### src/rtl/dfp_frame_rx.sv
// DFPlayer response receiver: 8N1 UART deserialiser plus 10-byte frame parser.
// Optional checksum verification is enabled with `define DFP_RX_CHECKSUM_EN.
module dfp_frame_rx #(
  parameter int CLK_HZ       = 50_000_000,
  parameter int BAUD         = 9600,
  parameter int TIMEOUT_CLKS = 1_000_000
) (
  input  logic        clk,
  input  logic        reset_n,
  input  logic        rx,
  output logic        frame_valid,
  output logic [7:0]  cmd,
  output logic        feedback,
  output logic [15:0] param,
  output logic        chk_err,
  output logic        frm_err,
  output logic        proto_err,
  output logic        rx_busy
);

  localparam int DIV = CLK_HZ / BAUD;
  localparam int CW  = $clog2(DIV + 1);
  localparam int TW  = $clog2(TIMEOUT_CLKS + 1);

  localparam logic [CW-1:0] HALF_M1 = CW'(DIV / 2 - 1);
  localparam logic [CW-1:0] FULL_M1 = CW'(DIV - 1);
  localparam logic [TW-1:0] TO_M1   = TW'(TIMEOUT_CLKS - 1);

  localparam logic [7:0] SOF = 8'h7E;
  localparam logic [7:0] VER = 8'hFF;
  localparam logic [7:0] LEN = 8'h06;
  localparam logic [7:0] EOF = 8'hEF;

  typedef enum logic [1:0] {
    U_IDLE,
    U_START,
    U_DATA,
    U_STOP
  } ustate_t;

  typedef enum logic [3:0] {
    P_WAIT,
    P_VER,
    P_LEN,
    P_CMD,
    P_FB,
    P_PH,
    P_PL,
    P_CKH,
    P_CKL,
    P_END
  } pstate_t;

  logic          rx_m;
  logic          rxs;
  ustate_t       ust;
  logic [CW-1:0] cnt;
  logic [2:0]    bit_idx;
  logic [7:0]    shreg;
  logic          armed;
  logic          stb_pend;
  logic          byte_stb;

  pstate_t       pst;
  logic [TW-1:0] to_cnt;
  logic [7:0]    sh_cmd;
  logic          sh_fb;
  logic [7:0]    sh_ph;
  logic [7:0]    sh_pl;

  always_ff @(posedge clk or negedge reset_n) begin
    if (!reset_n) begin
      rx_m <= 1'b1;
      rxs  <= 1'b1;
    end else begin
      rx_m <= rx;
      rxs  <= rx_m;
    end
  end

  // armed drops after a framing error so a stuck-low line is not a start
  always_ff @(posedge clk or negedge reset_n) begin
    if (!reset_n) begin
      ust      <= U_IDLE;
      cnt      <= '0;
      bit_idx  <= '0;
      shreg    <= '0;
      armed    <= 1'b1;
      stb_pend <= 1'b0;
      byte_stb <= 1'b0;
      frm_err  <= 1'b0;
    end else begin
      stb_pend <= 1'b0;
      byte_stb <= stb_pend;
      frm_err  <= 1'b0;
      unique case (ust)
        U_IDLE: begin
          cnt <= '0;
          if (rxs) begin
            armed <= 1'b1;
          end else if (armed) begin
            ust <= U_START;
          end
        end
        U_START: begin
          if (cnt == HALF_M1) begin
            cnt     <= '0;
            bit_idx <= '0;
            ust     <= rxs ? U_IDLE : U_DATA;
          end else begin
            cnt <= cnt + CW'(1);
          end
        end
        U_DATA: begin
          if (cnt == FULL_M1) begin
            cnt     <= '0;
            shreg   <= {rxs, shreg[7:1]};
            bit_idx <= bit_idx + 3'd1;
            if (bit_idx == 3'd7) begin
              ust <= U_STOP;
            end
          end else begin
            cnt <= cnt + CW'(1);
          end
        end
        U_STOP: begin
          if (cnt == FULL_M1) begin
            cnt <= '0;
            ust <= U_IDLE;
            if (rxs) begin
              stb_pend <= 1'b1;
            end else begin
              frm_err <= 1'b1;
              armed   <= 1'b0;
            end
          end else begin
            cnt <= cnt + CW'(1);
          end
        end
        default: ust <= U_IDLE;
      endcase
    end
  end

`ifdef DFP_RX_CHECKSUM_EN
  logic [15:0] sum;
  logic [7:0]  ckh;
  logic [7:0]  ckl;
  logic        ck_ok;
  logic        chk_r;

  // VER is always the first summed byte, so it restarts the accumulator
  always_ff @(posedge clk or negedge reset_n) begin
    if (!reset_n) begin
      sum <= '0;
      ckh <= '0;
      ckl <= '0;
    end else if (byte_stb) begin
      unique case (pst)
        P_VER:                   sum <= {8'h00, shreg};
        P_LEN, P_CMD, P_FB,
        P_PH, P_PL:              sum <= sum + {8'h00, shreg};
        P_CKH:                   ckh <= shreg;
        P_CKL:                   ckl <= shreg;
        default: ;
      endcase
    end
  end

  assign ck_ok   = ({ckh, ckl} == 16'(16'd0 - sum));
  assign chk_err = chk_r;
`else
  assign chk_err = 1'b0;
`endif

  always_ff @(posedge clk or negedge reset_n) begin
    if (!reset_n) begin
      pst         <= P_WAIT;
      to_cnt      <= '0;
      sh_cmd      <= '0;
      sh_fb       <= 1'b0;
      sh_ph       <= '0;
      sh_pl       <= '0;
      frame_valid <= 1'b0;
      proto_err   <= 1'b0;
      cmd         <= '0;
      feedback    <= 1'b0;
      param       <= '0;
`ifdef DFP_RX_CHECKSUM_EN
      chk_r       <= 1'b0;
`endif
    end else begin
      frame_valid <= 1'b0;
      proto_err   <= 1'b0;
`ifdef DFP_RX_CHECKSUM_EN
      chk_r       <= 1'b0;
`endif
      if (byte_stb) begin
        to_cnt <= '0;
        unique case (pst)
          P_WAIT: if (shreg == SOF) pst <= P_VER;
          P_VER: begin
            if (shreg == VER) begin
              pst <= P_LEN;
            end else begin
              proto_err <= 1'b1;
              pst       <= (shreg == SOF) ? P_VER : P_WAIT;
            end
          end
          P_LEN: begin
            if (shreg == LEN) begin
              pst <= P_CMD;
            end else begin
              proto_err <= 1'b1;
              pst       <= (shreg == SOF) ? P_VER : P_WAIT;
            end
          end
          P_CMD: begin
            sh_cmd <= shreg;
            pst    <= P_FB;
          end
          P_FB: begin
            sh_fb <= |shreg;
            pst   <= P_PH;
          end
          P_PH: begin
            sh_ph <= shreg;
            pst   <= P_PL;
          end
          P_PL: begin
            sh_pl <= shreg;
            pst   <= P_CKH;
          end
          P_CKH: pst <= P_CKL;
          P_CKL: pst <= P_END;
          P_END: begin
            if (shreg == EOF) begin
              pst <= P_WAIT;
`ifdef DFP_RX_CHECKSUM_EN
              if (ck_ok) begin
                frame_valid <= 1'b1;
                cmd         <= sh_cmd;
                feedback    <= sh_fb;
                param       <= {sh_ph, sh_pl};
              end else begin
                chk_r <= 1'b1;
              end
`else
              frame_valid <= 1'b1;
              cmd         <= sh_cmd;
              feedback    <= sh_fb;
              param       <= {sh_ph, sh_pl};
`endif
            end else begin
              proto_err <= 1'b1;
              pst       <= (shreg == SOF) ? P_VER : P_WAIT;
            end
          end
          default: pst <= P_WAIT;
        endcase
      end else if (pst != P_WAIT) begin
        if (to_cnt == TO_M1) begin
          proto_err <= 1'b1;
          pst       <= P_WAIT;
          to_cnt    <= '0;
        end else begin
          to_cnt <= to_cnt + TW'(1);
        end
      end else begin
        to_cnt <= '0;
      end
    end
  end

  assign rx_busy = (pst != P_WAIT);

endmodule

### config.mk
export PLATFORM = sky130hd
export DESIGN_NAME = dfp_frame_rx
export DESIGN_NICKNAME = d
export VERILOG_FILES = /design/src/rtl/dfp_frame_rx.sv
export SDC_FILE = /design/constraint.sdc
export NUM_CORES = 1
export LEC_CHECK = 0
export CORE_MARGIN = 2
export CORE_UTILIZATION = 55
export DETAILED_ROUTE_END_ITERATION = 6
export PLACE_DENSITY_LB_ADDON = 0.12
export SKIP_CTS_REPAIR_TIMING = 1
export SLEW_MARGIN = 20
export SYNTH_ARGS = -nofsm -noshare
export SYNTH_HDL_FRONTEND = slang
export SYNTH_SLANG_ARGS = --single-unit
### constraint.sdc
create_clock -name clk -period 3.6 [get_ports clk]
set_input_delay 0.36 -clock clk [delete_from_list [all_inputs] [get_ports clk]]
set_output_delay 0.36 -clock clk [all_outputs]
set_load 0.1 [all_outputs]
==> impl_table.tex, run 1 <==
\begin{tabular}{lr}
\hline
Metric & Value \\
\hline
\multicolumn{2}{l}{\textbf{Run status}} \\
\quad Outcome & completed \\
\multicolumn{2}{l}{\textbf{Worst setup path}} \\
\quad Worst Reg-to-Reg Cells & 5 \\
\quad Class of the most critical setup path & reg -> out \\
\quad Largest fanout on the critical path & 14 \\
\quad Startpoint type of the worst setup path & flip-flop \\
\quad Critical path endpoint category & output pin \\
\quad Endpoint required time on the critical path & 3.24 ns \\
\quad Data arrival at the endpoint of the critical path & 2.67 ns \\
\multicolumn{2}{l}{\textbf{Placement}} \\
\quad Post-place instance area & 0.00519 sq mm \\
\quad Dpl hpwl & 5700 um \\
\quad Count of port buffers added during placement & 31 \\
\quad Routability-driven placement congestion ratio & 0.867 \\
\multicolumn{2}{l}{\textbf{Die}} \\
\quad Die Y-Extent & 97.7 um \\
\quad Initial standard-cell utilization of the core & 56.1\% \\
\quad Full die area & 0.00954 sq mm \\
\quad Floorplan Core Area & 0.00859 sq mm \\
\quad Cell Rows & 34 \\
\quad Boundary Pins & 33 \\
\quad Width of the chip & 97.7 um \\
\multicolumn{2}{l}{\textbf{Timing}} \\
\quad Worst Tran Pin Value & 1.03 ns \\
\quad Clock period minus final worst setup slack & 3.03 ns \\
\quad Max-slew headroom & 31.4\% \\
\quad Slew Limit Fails & 0 \\
\quad Unrepaired setup endpoints after global routing & no \\
\quad Count of endpoints failing setup in the final report & 0 \\
\quad Max Clk Rate & 0.330 GHz \\
\quad Hold WS & 0.130 ns \\
\quad Ratio of final minimum period to clock period & 84.1\% \\
\quad Total Neg Setup Slack & 0 ns \\
\quad Clock Skews & 0.0162 ns \\
\quad Total count of hold-check failures in the final report & 0 \\
\multicolumn{2}{l}{\textbf{Clocking}} \\
\quad Root Buffer Master & clkbuf\_8 \\
\quad TritonCTS clock tree & yes \\
\quad Clk sinks & 108 \\
\quad Clock network latency to the later pin of the worst-skew pair & 0.37 ns \\
\quad CTS buffer count & 9 \\
\quad H-tree lvl count & 3 \\
\quad Maximum clock path buffer count & 2 \\
\quad Clock Pin Slew Worst Setup and Hold Paths & 0.11 ns \\
\multicolumn{2}{l}{\textbf{Min path}} \\
\quad Worst min path class & in -> async \\
\multicolumn{2}{l}{\textbf{Pwr}} \\
\quad Worst IR drop on VDD & 342 uV \\
\quad Share of power burned in registers & 61.0\% \\
\quad Total power & 2100 uW \\
\quad Switching power as a share of total power & 25.1\% \\
\quad Internal power consumption & 1570 uW \\
\quad Clock power frac & 33.7\% \\
\quad Power density cells & 390 mW/mm\^{}2 \\
\quad Combinational Power Share & 5.3\% \\
\quad Switching pwr & 527 uW \\
\quad Leakage component of the power & 0.00241 uW \\
\multicolumn{2}{l}{\textbf{Synthesis}} \\
\quad Number of synthesis warnings & 0 \\
\quad Seq/Total Area, Yosys & 56.1\% \\
\quad Library cells used by synthesis & 53 \\
\quad Gate count of the mapped netlist & 404 \\
\quad Post-Synthesis Net Count & 411 \\
\quad Synth top area cells & dfrtp\_1 54\%, mux2\_2 7.0\%, mux2\_4 5.9\% \\
\quad Proportion of synthesized flip-flops having asynchronous set or reset & 100\% \\
\quad Average footprint of a synthesized cell & 11.9 sq um \\
\quad Most instantiated flip-flop cell in the synthesis netlist & dfrtp\_1 \\
\quad Most area-hungry cell type in the Yosys netlist & dfrtp\_1 \\
\quad Mapped cell area & 0.00482 sq mm \\
\quad Area share of the largest cell type after synthesis & 54.5\% \\
\quad Flops \& latches, synth & 108 \\
\quad Number of synthesized flops with an enable pin & 0 \\
\multicolumn{2}{l}{\textbf{Detailed routing}} \\
\quad TritonRoute pass-1 iters & 4 \\
\quad WL/cell & 15.4 um \\
\quad Vias/cell & 5.58 \\
\quad Final routed wirelength across all metal layers & 8390 um \\
\quad DRC viols & 0 \\
\quad Antenna Violating Nets Remaining & 0 \\
\quad Initial DRC count & 104 \\
\quad Vias post-DR & 3045 \\
\multicolumn{2}{l}{\textbf{Final layout}} \\
\quad Leading cell type in the layout, fill and taps excluded & dfrtp\_1 \\
\quad Commonest non-fill, non-tap cells in the layout & 105 x dfrtp\_1, 42 x nand2\_1, 41 x nor2\_1 \\
\quad Fraction of layout cells with a size suffix above 1 & 18.9\% \\
\quad Synth-to-layout area growth & 11.6\% \\
\quad Antenna Diode Count & 0 \\
\quad Number of nets at the end of the flow & 440 \\
\quad Area of all placed cells without fillers & 0.00538 sq mm \\
\multicolumn{2}{l}{\textbf{Global routing}} \\
\quad Maximum number of pins on one net before global-route repair & 79 \\
\quad Global router's overall resource usage & 18.9\% \\
\quad Wire length of the first global-routing pass & 14500 um \\
\quad Antenna violations before repair & 0 \\
\quad Gr ovfl total & 0 \\
\quad Vias in the first global route & 3042 \\
\multicolumn{2}{l}{\textbf{Job}} \\
\quad Max-cap violation count & 0 \\
\hline
\end{tabular}
logic make-up after synthesis:
logic type / share of synthesized area [%]
other cells: 0.0777
xor+xnor: 5.45
flops: 56.1
fa+ha+maj: 1.04
buf+inv: 2.62
compound gates: 5.06
simple gates: 16.5
mux: 13.1
final timing paths:
| path | from | end | slack (ns) |
|---|---|---|---|
| setup / recovery | pst[2] | rx_busy | 0.57 |
| hold / removal | reset_n | to_cnt[15] | 0.13 |
| setup reg to reg | pst[3] | param[5] | 1.26 |
| hold reg to reg | rx_m | rxs | 0.36 |
| max in group asynchronous | reset_n | shreg[1] | 2.62 |
| min in group clk | rx_m | rxs | 0.36 |
worst max-delay path: stages, from the launching register on:
cell	delay, ns
dfrtp_1	0.55
nor4_1	0.54
inv_1	0.19
clkdlybuf4s50_1	1.01
synth_stat cells, types with 3 or more instances:
cell type and count:
a21oi_1 12, a31oi_1 3, and3_1 5, and4_1 5
buf_2 4, clkbuf_1 7, dfrtp_1 105, dfstp_2 3
ha_1 4, inv_1 3, mux2_2 30, mux2_4 19
nand2_1 42, nand3_1 15, nand4_1 12, nor2_1 41
nor3_1 4, nor3b_1 3, nor4_1 6, nor4b_1 3
nor4bb_1 3, o21ai_0 9, xnor2_1 9, xor2_1 21
metal layers:
metal	vias up	share of wire (%)	track usage [%]
met4	0	0.58	4.81
met5	-	0	0
met2	58	47	30.0
li1	1484	-	-
met3	5	3.9	4.75
met1	1498	48	26.4
registers in the layout, summed over array words and instances (netlist names), 3 cells and up, named ones only:
name / cells
sh_cmd: 8
bit_idx: 3
pst: 4
sh_pl: 8
cnt: 13
shreg: 8
cmd: 8
sh_ph: 8
to_cnt: 20
param: 16
layout make-up:
| cell class | count | area [sq um] |
|---|---|---|
| inverter | 5 | 18.8 |
| timing repair buffer | 35 | 338 |
| tap | 108 | 135 |
| fill | 691 | 3210 |
| clock buffer | 10 | 138 |
| sequential | 108 | 2710 |
| multi-input combinational | 274 | 1990 |
| clock inverter | 6 | 56.3 |
per-stage QoR:
step	worst slack, ns	instances	utilization [%]
floorplan	1.36	404	-
global placement	1.04	530	60.4
detailed placement	0.998	530	60.4
CTS	0.574	546	62.7
global route	0.451	546	62.7
finish	0.571	546	62.7
power by group through the flow:
stage               Combinational, uW  Sequential [uW]  Clock (uW)
finish                            111             1280         707
detailed placement                114             1300           0
global route                      134             1290         781
floorplan                        81.2             1290           0
global placement                  111             1300           0
CTS                               114             1280         731
(Power assumes the default switching activity.)
==> inputs of run 2 (changes only) <==
==> constraint.sdc (replaced) <==
create_clock -name clk -period 2.91 [get_ports clk]
set_input_delay 0.291 -clock clk [delete_from_list [all_inputs] [get_ports clk]]
set_output_delay 0.291 -clock clk [all_outputs]
set_load 0.1 [all_outputs]
==> run 2 against run 1 <==
Global-route usage rose by 0.80 points. Clock skew fell by 0.0055 ns. Setup slack improved by 0.044 ns. Total power rose by 27%. Final cell count rose by 0.55%. Sequential share of layout area rose by 0.21 points. Worst hold slack improved by 0.19 ns. Die area did not move. Critical path depth did not move. Cell area fell by 0.42%. Clock power rose by 32%. Largest cell class unchanged.
==> impl_table.tex, run 2 (synthesis results as in run 1) <==
\begin{tabular}{lr}
\hline
Metric & Value \\
\hline
\multicolumn{2}{l}{\textbf{Detailed routing}} \\
\quad Final routed wirelength across all metal layers & 8560 um \\
\quad DRC viols & 0 \\
\quad Antenna Violating Nets Remaining & 0 \\
\quad Vias post-DR & 3071 \\
\quad Vias/cell & 5.59 \\
\quad Met1 routed wirelength after detailed routing & 4250 um \\
\quad TritonRoute pass-1 iters & 6 \\
\quad Met3 Routed Length & 297 um \\
\quad Met2 layer wire length in the routed design & 3920 um \\
\quad Initial DRC count & 101 \\
\quad WL/cell & 15.6 um \\
\quad Uppermost routed layer & met4 \\
\multicolumn{2}{l}{\textbf{Placement}} \\
\quad Count of port buffers added during placement & 31 \\
\quad Routability-driven placement congestion ratio & 0.837 \\
\quad Dpl hpwl & 5780 um \\
\quad Placed Cells incl. Taps & 532 \\
\quad Worst slack after detailed placement & 0.915 ns \\
\multicolumn{2}{l}{\textbf{Timing}} \\
\quad Worst Tran Pin Value & 0.909 ns \\
\quad Setup WS post-layout & 0.615 ns \\
\quad Clock Skews & 0.0107 ns \\
\quad Ratio of final minimum period to clock period & 78.9\% \\
\quad Max Clk Rate & 0.436 GHz \\
\quad Unrepaired setup endpoints after global routing & no \\
\quad Count of endpoints failing setup in the final report & 0 \\
\quad Total Neg Setup Slack & 0 ns \\
\quad Max-slew headroom & 38.8\% \\
\quad Slew Limit Fails & 0 \\
\quad Clock period minus final worst setup slack & 2.30 ns \\
\quad Total count of hold-check failures in the final report & 0 \\
\multicolumn{2}{l}{\textbf{Run status}} \\
\quad Outcome & completed \\
\multicolumn{2}{l}{\textbf{Global routing}} \\
\quad Global router's overall resource usage & 19.7\% \\
\quad Antenna violations before repair & 0 \\
\quad Gr ovfl total & 0 \\
\quad Maximum number of pins on one net before global-route repair & 59 \\
\quad Wire length of the first global-routing pass & 15100 um \\
\quad Vias in the first global route & 3008 \\
\multicolumn{2}{l}{\textbf{Clocking}} \\
\quad Maximum clock path buffer count & 2 \\
\quad CTS buffer count & 9 \\
\quad Root Buffer Master & clkbuf\_8 \\
\quad TritonCTS clock tree & yes \\
\quad H-tree lvl count & 3 \\
\quad Clock network latency to the later pin of the worst-skew pair & 0.36 ns \\
\quad Clock Pin Slew Worst Setup and Hold Paths & 0.11 ns \\
\quad Clk sinks & 108 \\
\multicolumn{2}{l}{\textbf{Job}} \\
\quad Max-cap violation count & 0 \\
\multicolumn{2}{l}{\textbf{Die}} \\
\quad Cell Rows & 34 \\
\quad Floorplan Core Area & 0.00859 sq mm \\
\quad Boundary Pins & 33 \\
\quad Die Y-Extent & 97.7 um \\
\quad Width of the chip & 97.7 um \\
\quad Initial standard-cell utilization of the core & 56.1\% \\
\quad Full die area & 0.00954 sq mm \\
\multicolumn{2}{l}{\textbf{Final layout}} \\
\quad Final cell count without fillers & 549 \\
\quad Commonest non-fill, non-tap cells in the layout & 105 x dfrtp\_1, 42 x nand2\_1, 41 x nor2\_1 \\
\quad Leading cell type in the layout, fill and taps excluded & dfrtp\_1 \\
\quad Register ranked first by flip-flop count & to\_cnt \\
\quad Number of flip-flops in the largest register & 20 \\
\quad Fraction of layout cells with a size suffix above 1 & 25.9\% \\
\quad Antenna Diode Count & 0 \\
\quad Number of nets at the end of the flow & 443 \\
\quad Regs by FF count & to\_cnt: 20 flops, param: 16 flops, cnt: 13 flops \\
\quad Synth-to-layout area growth & 11.1\% \\
\multicolumn{2}{l}{\textbf{Worst setup path}} \\
\quad Startpoint type of the worst setup path & flip-flop \\
\quad Class of the most critical setup path & reg -> out \\
\quad Data arrival at the endpoint of the critical path & 2.00 ns \\
\quad Critical path endpoint category & output pin \\
\quad Largest fanout on the critical path & 9 \\
\quad Endpoint required time on the critical path & 2.62 ns \\
\multicolumn{2}{l}{\textbf{Pwr}} \\
\quad Worst IR drop on VDD & 314 uV \\
\quad Internal power consumption & 2010 uW \\
\quad Combinational Power Share & 5.5\% \\
\quad Switching pwr & 653 uW \\
\quad Leakage component of the power & 0.00249 uW \\
\quad Share of power burned in registers & 59.5\% \\
\quad Clock power frac & 35.0\% \\
\quad Switching power as a share of total power & 24.5\% \\
\quad Power density cells & 496 mW/mm\^{}2 \\
\multicolumn{2}{l}{\textbf{Min path}} \\
\quad Worst min path class & in -> reg \\
\hline
\end{tabular}
[run 2: power by group through the flow]
stage | Combinational [uW] | Sequential, uW | Clock (uW)
detailed placement | 147 | 1610 | 0
global placement | 144 | 1610 | 0
floorplan | 100 | 1600 | 0
finish | 145 | 1580 | 931
CTS | 148 | 1580 | 963
global route | 173 | 1590 | 1010
[run 2: layer usage]
layer  track usage (%)  up-vias
met2              29.2       48
met3              4.96        6
met1              29.0     1532
li1                  -     1485
met5                 0        -
met4              5.77        0
[run 2: area by class of cell]
cell class	instances	area [sq um]
fill	694	3230
sequential	108	2710
multi-input combinational	274	1990
timing repair buffer	38	303
tap	108	135
clock buffer	9	124
clock inverter	7	82.6
inverter	5	18.8
[run 2: per-stage QoR]
step	hold slack, ns	util, %	cell area (sq um)	power [uW]
after floorplan	-0.00459	-	4820	1700
after global placement	0.334	59.9	5140	1750
after detailed placement	0.335	59.9	5140	1760
after CTS	-0.0426	62.3	5350	2690
after global routing	0.303	62.4	5360	2780
final	0.324	62.4	5360	2660
[run 2: final timing paths]
check | depth (start not counted) | to | slack, ns | from
setup / recovery | 3 | rx_busy | 0.61 | pst[0]
hold / removal | 1 | rx_m | 0.32 | rx
setup reg to reg | 5 | to_cnt[6] | 0.91 | to_cnt[0]
hold reg to reg | 0 | byte_stb | 0.36 | stb_pend
max in group asynchronous | 3 | sh_pl[6] | 1.69 | reset_n
min in group asynchronous | 2 | to_cnt[7] | 0.49 | reset_n
[run 2: critical path, stage by stage (launching register included)]
cell and delay, ns:
dfrtp_1 0.49, nor4_1 0.65, inv_1 0.21, buf_4 0.29
==> inputs of run 3 (changes only) <==
==> constraint.sdc (replaced) <==
create_clock -name clk -period 2.15 [get_ports clk]
set_input_delay 0.215 -clock clk [delete_from_list [all_inputs] [get_ports clk]]
set_output_delay 0.215 -clock clk [all_outputs]
set_load 0.1 [all_outputs]
==> run 3 against run 2 <==
Worst hold slack got worse by 0.084 ns. Largest cell class unchanged. Largest power group unchanged. Critical path depth increased by 2. Sequential power increased by 35%.
==> impl_table.tex, run 3 (synthesis results as in run 1) <==
\begin{tabular}{lr}
\hline
Metric & Value \\
\hline
\multicolumn{2}{l}{\textbf{Run status}} \\
\quad Outcome & completed \\
\multicolumn{2}{l}{\textbf{Die}} \\
\quad Cell Rows & 34 \\
\quad Width of the chip & 97.7 um \\
\quad Boundary Pins & 33 \\
\quad Initial standard-cell utilization of the core & 56.1\% \\
\quad Die Y-Extent & 97.7 um \\
\quad Floorplan Core Area & 0.00859 sq mm \\
\quad Full die area & 0.00954 sq mm \\
\multicolumn{2}{l}{\textbf{Final layout}} \\
\quad Number of inserted filler cells in the final layout & 681 \\
\quad Multi-input logic area & 0.00199 sq mm \\
\quad Leading cell type in the layout, fill and taps excluded & dfrtp\_1 \\
\quad Total area of sequential cells & 0.00271 sq mm \\
\quad Regs by FF count & to\_cnt: 20 flops, param: 16 flops, cnt: 13 flops \\
\quad Commonest non-fill, non-tap cells in the layout & 105 x dfrtp\_1, 47 x buf\_4, 42 x nand2\_1 \\
\quad Antenna Diode Count & 0 \\
\quad Synth-to-layout area growth & 14.0\% \\
\quad Number of flip-flops in the largest register & 20 \\
\quad Register ranked first by flip-flop count & to\_cnt \\
\quad Number of nets at the end of the flow & 457 \\
\quad Fraction of layout cells with a size suffix above 1 & 28.4\% \\
\quad Post-layout util & 64.0\% \\
\quad Area of all placed cells without fillers & 0.00550 sq mm \\
\multicolumn{2}{l}{\textbf{Global routing}} \\
\quad Global router's overall resource usage & 19.3\% \\
\quad Gr ovfl total & 0 \\
\quad Antenna violations before repair & 0 \\
\quad Wire length of the first global-routing pass & 15100 um \\
\quad Maximum number of pins on one net before global-route repair & 49 \\
\quad Vias in the first global route & 3167 \\
\multicolumn{2}{l}{\textbf{Detailed routing}} \\
\quad Uppermost routed layer & met4 \\
\quad TritonRoute pass-1 iters & 4 \\
\quad Met3 Routed Length & 259 um \\
\quad Initial DRC count & 76 \\
\quad Met2 layer wire length in the routed design & 4110 um \\
\quad DRC viols & 0 \\
\quad WL/cell & 15.4 um \\
\quad Final routed wirelength across all metal layers & 8660 um \\
\quad Met1 routed wirelength after detailed routing & 4220 um \\
\quad Vias post-DR & 3155 \\
\quad Vias/cell & 5.60 \\
\quad Antenna Violating Nets Remaining & 0 \\
\multicolumn{2}{l}{\textbf{Timing}} \\
\quad Total Neg Setup Slack & 0 ns \\
\quad Ratio of final minimum period to clock period & 91.8\% \\
\quad Hold WS & 0.239 ns \\
\quad Max-slew headroom & 65.7\% \\
\quad Slew Limit Fails & 0 \\
\quad Clock Skews & 0.0137 ns \\
\quad Setup WS post-layout & 0.177 ns \\
\quad Unrepaired setup endpoints after global routing & no \\
\quad Count of endpoints failing setup in the final report & 0 \\
\quad Clock period minus final worst setup slack & 1.97 ns \\
\quad Worst Tran Pin Value & 0.515 ns \\
\quad Max Clk Rate & 0.507 GHz \\
\quad Total count of hold-check failures in the final report & 0 \\
\multicolumn{2}{l}{\textbf{Worst setup path}} \\
\quad Critical path endpoint category & flip-flop \\
\quad Startpoint type of the worst setup path & flip-flop \\
\quad Slowest cell on the critical path & dfrtp\_1 \\
\quad Critical path's largest stage delay & 0.54 ns \\
\quad Largest fanout on the critical path & 21 \\
\quad Ordered cell list for the critical path & inv\_2 > or3\_4 > nor4\_4 > buf\_12 > mux2\_2 \\
\quad Data arrival at the endpoint of the critical path & 2.23 ns \\
\quad Class of the most critical setup path & reg -> reg \\
\quad Endpoint required time on the critical path & 2.40 ns \\
\multicolumn{2}{l}{\textbf{Clocking}} \\
\quad Clock network latency to the later pin of the worst-skew pair & 0.37 ns \\
\quad Maximum clock path buffer count & 2 \\
\quad H-tree lvl count & 3 \\
\quad Clock Pin Slew Worst Setup and Hold Paths & 0.11 ns \\
\quad Root Buffer Master & clkbuf\_8 \\
\quad Clk sinks & 108 \\
\quad TritonCTS clock tree & yes \\
\quad CTS buffer count & 9 \\
\multicolumn{2}{l}{\textbf{Job}} \\
\quad Max-cap violation count & 0 \\
\multicolumn{2}{l}{\textbf{Placement}} \\
\quad Routability-driven placement congestion ratio & 0.876 \\
\quad Worst slack after detailed placement & 0.207 ns \\
\quad Dpl hpwl & 5920 um \\
\quad Post-place instance area & 0.00528 sq mm \\
\quad Count of port buffers added during placement & 31 \\
\multicolumn{2}{l}{\textbf{Pwr}} \\
\quad Switching pwr & 911 uW \\
\quad Leakage component of the power & 0.00257 uW \\
\quad Internal power consumption & 2730 uW \\
\quad Share of power burned in registers & 58.8\% \\
\quad Power density cells & 662 mW/mm\^{}2 \\
\quad Switching power as a share of total power & 25.0\% \\
\quad Clock power frac & 35.9\% \\
\quad Combinational Power Share & 5.3\% \\
\quad Worst IR drop on VDD & 427 uV \\
\multicolumn{2}{l}{\textbf{Min path}} \\
\quad Worst min path class & in -> reg \\
\hline
\end{tabular}
[run 3: worst paths after layout]
path,startpoint,endpoint,slack (ns),depth (start not counted)
max,pst[3],param[0],0.18,5
min,rx,rx_m,0.24,1
max reg2reg,pst[3],param[0],0.18,5
min reg2reg,rx_m,rxs,0.36,0
max in group asynchronous,reset_n,armed,1.06,3
min in group asynchronous,reset_n,to_cnt[12],0.35,2
[run 3: critical path, delay by kind of cell, from the launching register on]
family	cells	cell delay, ns
and+or+nand+nor	2	0.63
muxes	1	0.35
buffers and inverters	2	0.34
DFF	1	0.54
[run 3: layer usage]
layer	global-route usage, %	vias to the layer above
met5	0	-
met4	4.70	0
met3	4.03	7
met2	30.5	47
met1	27.7	1592
li1	-	1509
[run 3: stage by stage]
step	total power [uW]	instances
CTS	3680	562
global placement	2370	546
global route	3800	563
finish	3640	563
detailed placement	2380	546
floorplan	2300	404
[run 3: power groups by stage]
stage,Combinational [uW],Sequential (uW),Clock (uW)
after CTS,200,2140,1340
after detailed placement,198,2180,0
after floorplan,136,2160,0
after global placement,193,2180,0
final,194,2140,1310
after global routing,235,2150,1420
[run 3: final cells by class]
| type | count | share of cell area, % |
|---|---|---|
| clock buffer | 9 | 2.25 |
| clock inverter | 7 | 1.66 |
| inverter | 5 | 0.341 |
| multi-input combinational | 274 | 36.2 |
| sequential | 108 | 49.2 |
| tap | 108 | 2.46 |
| timing repair buffer | 52 | 7.87 |
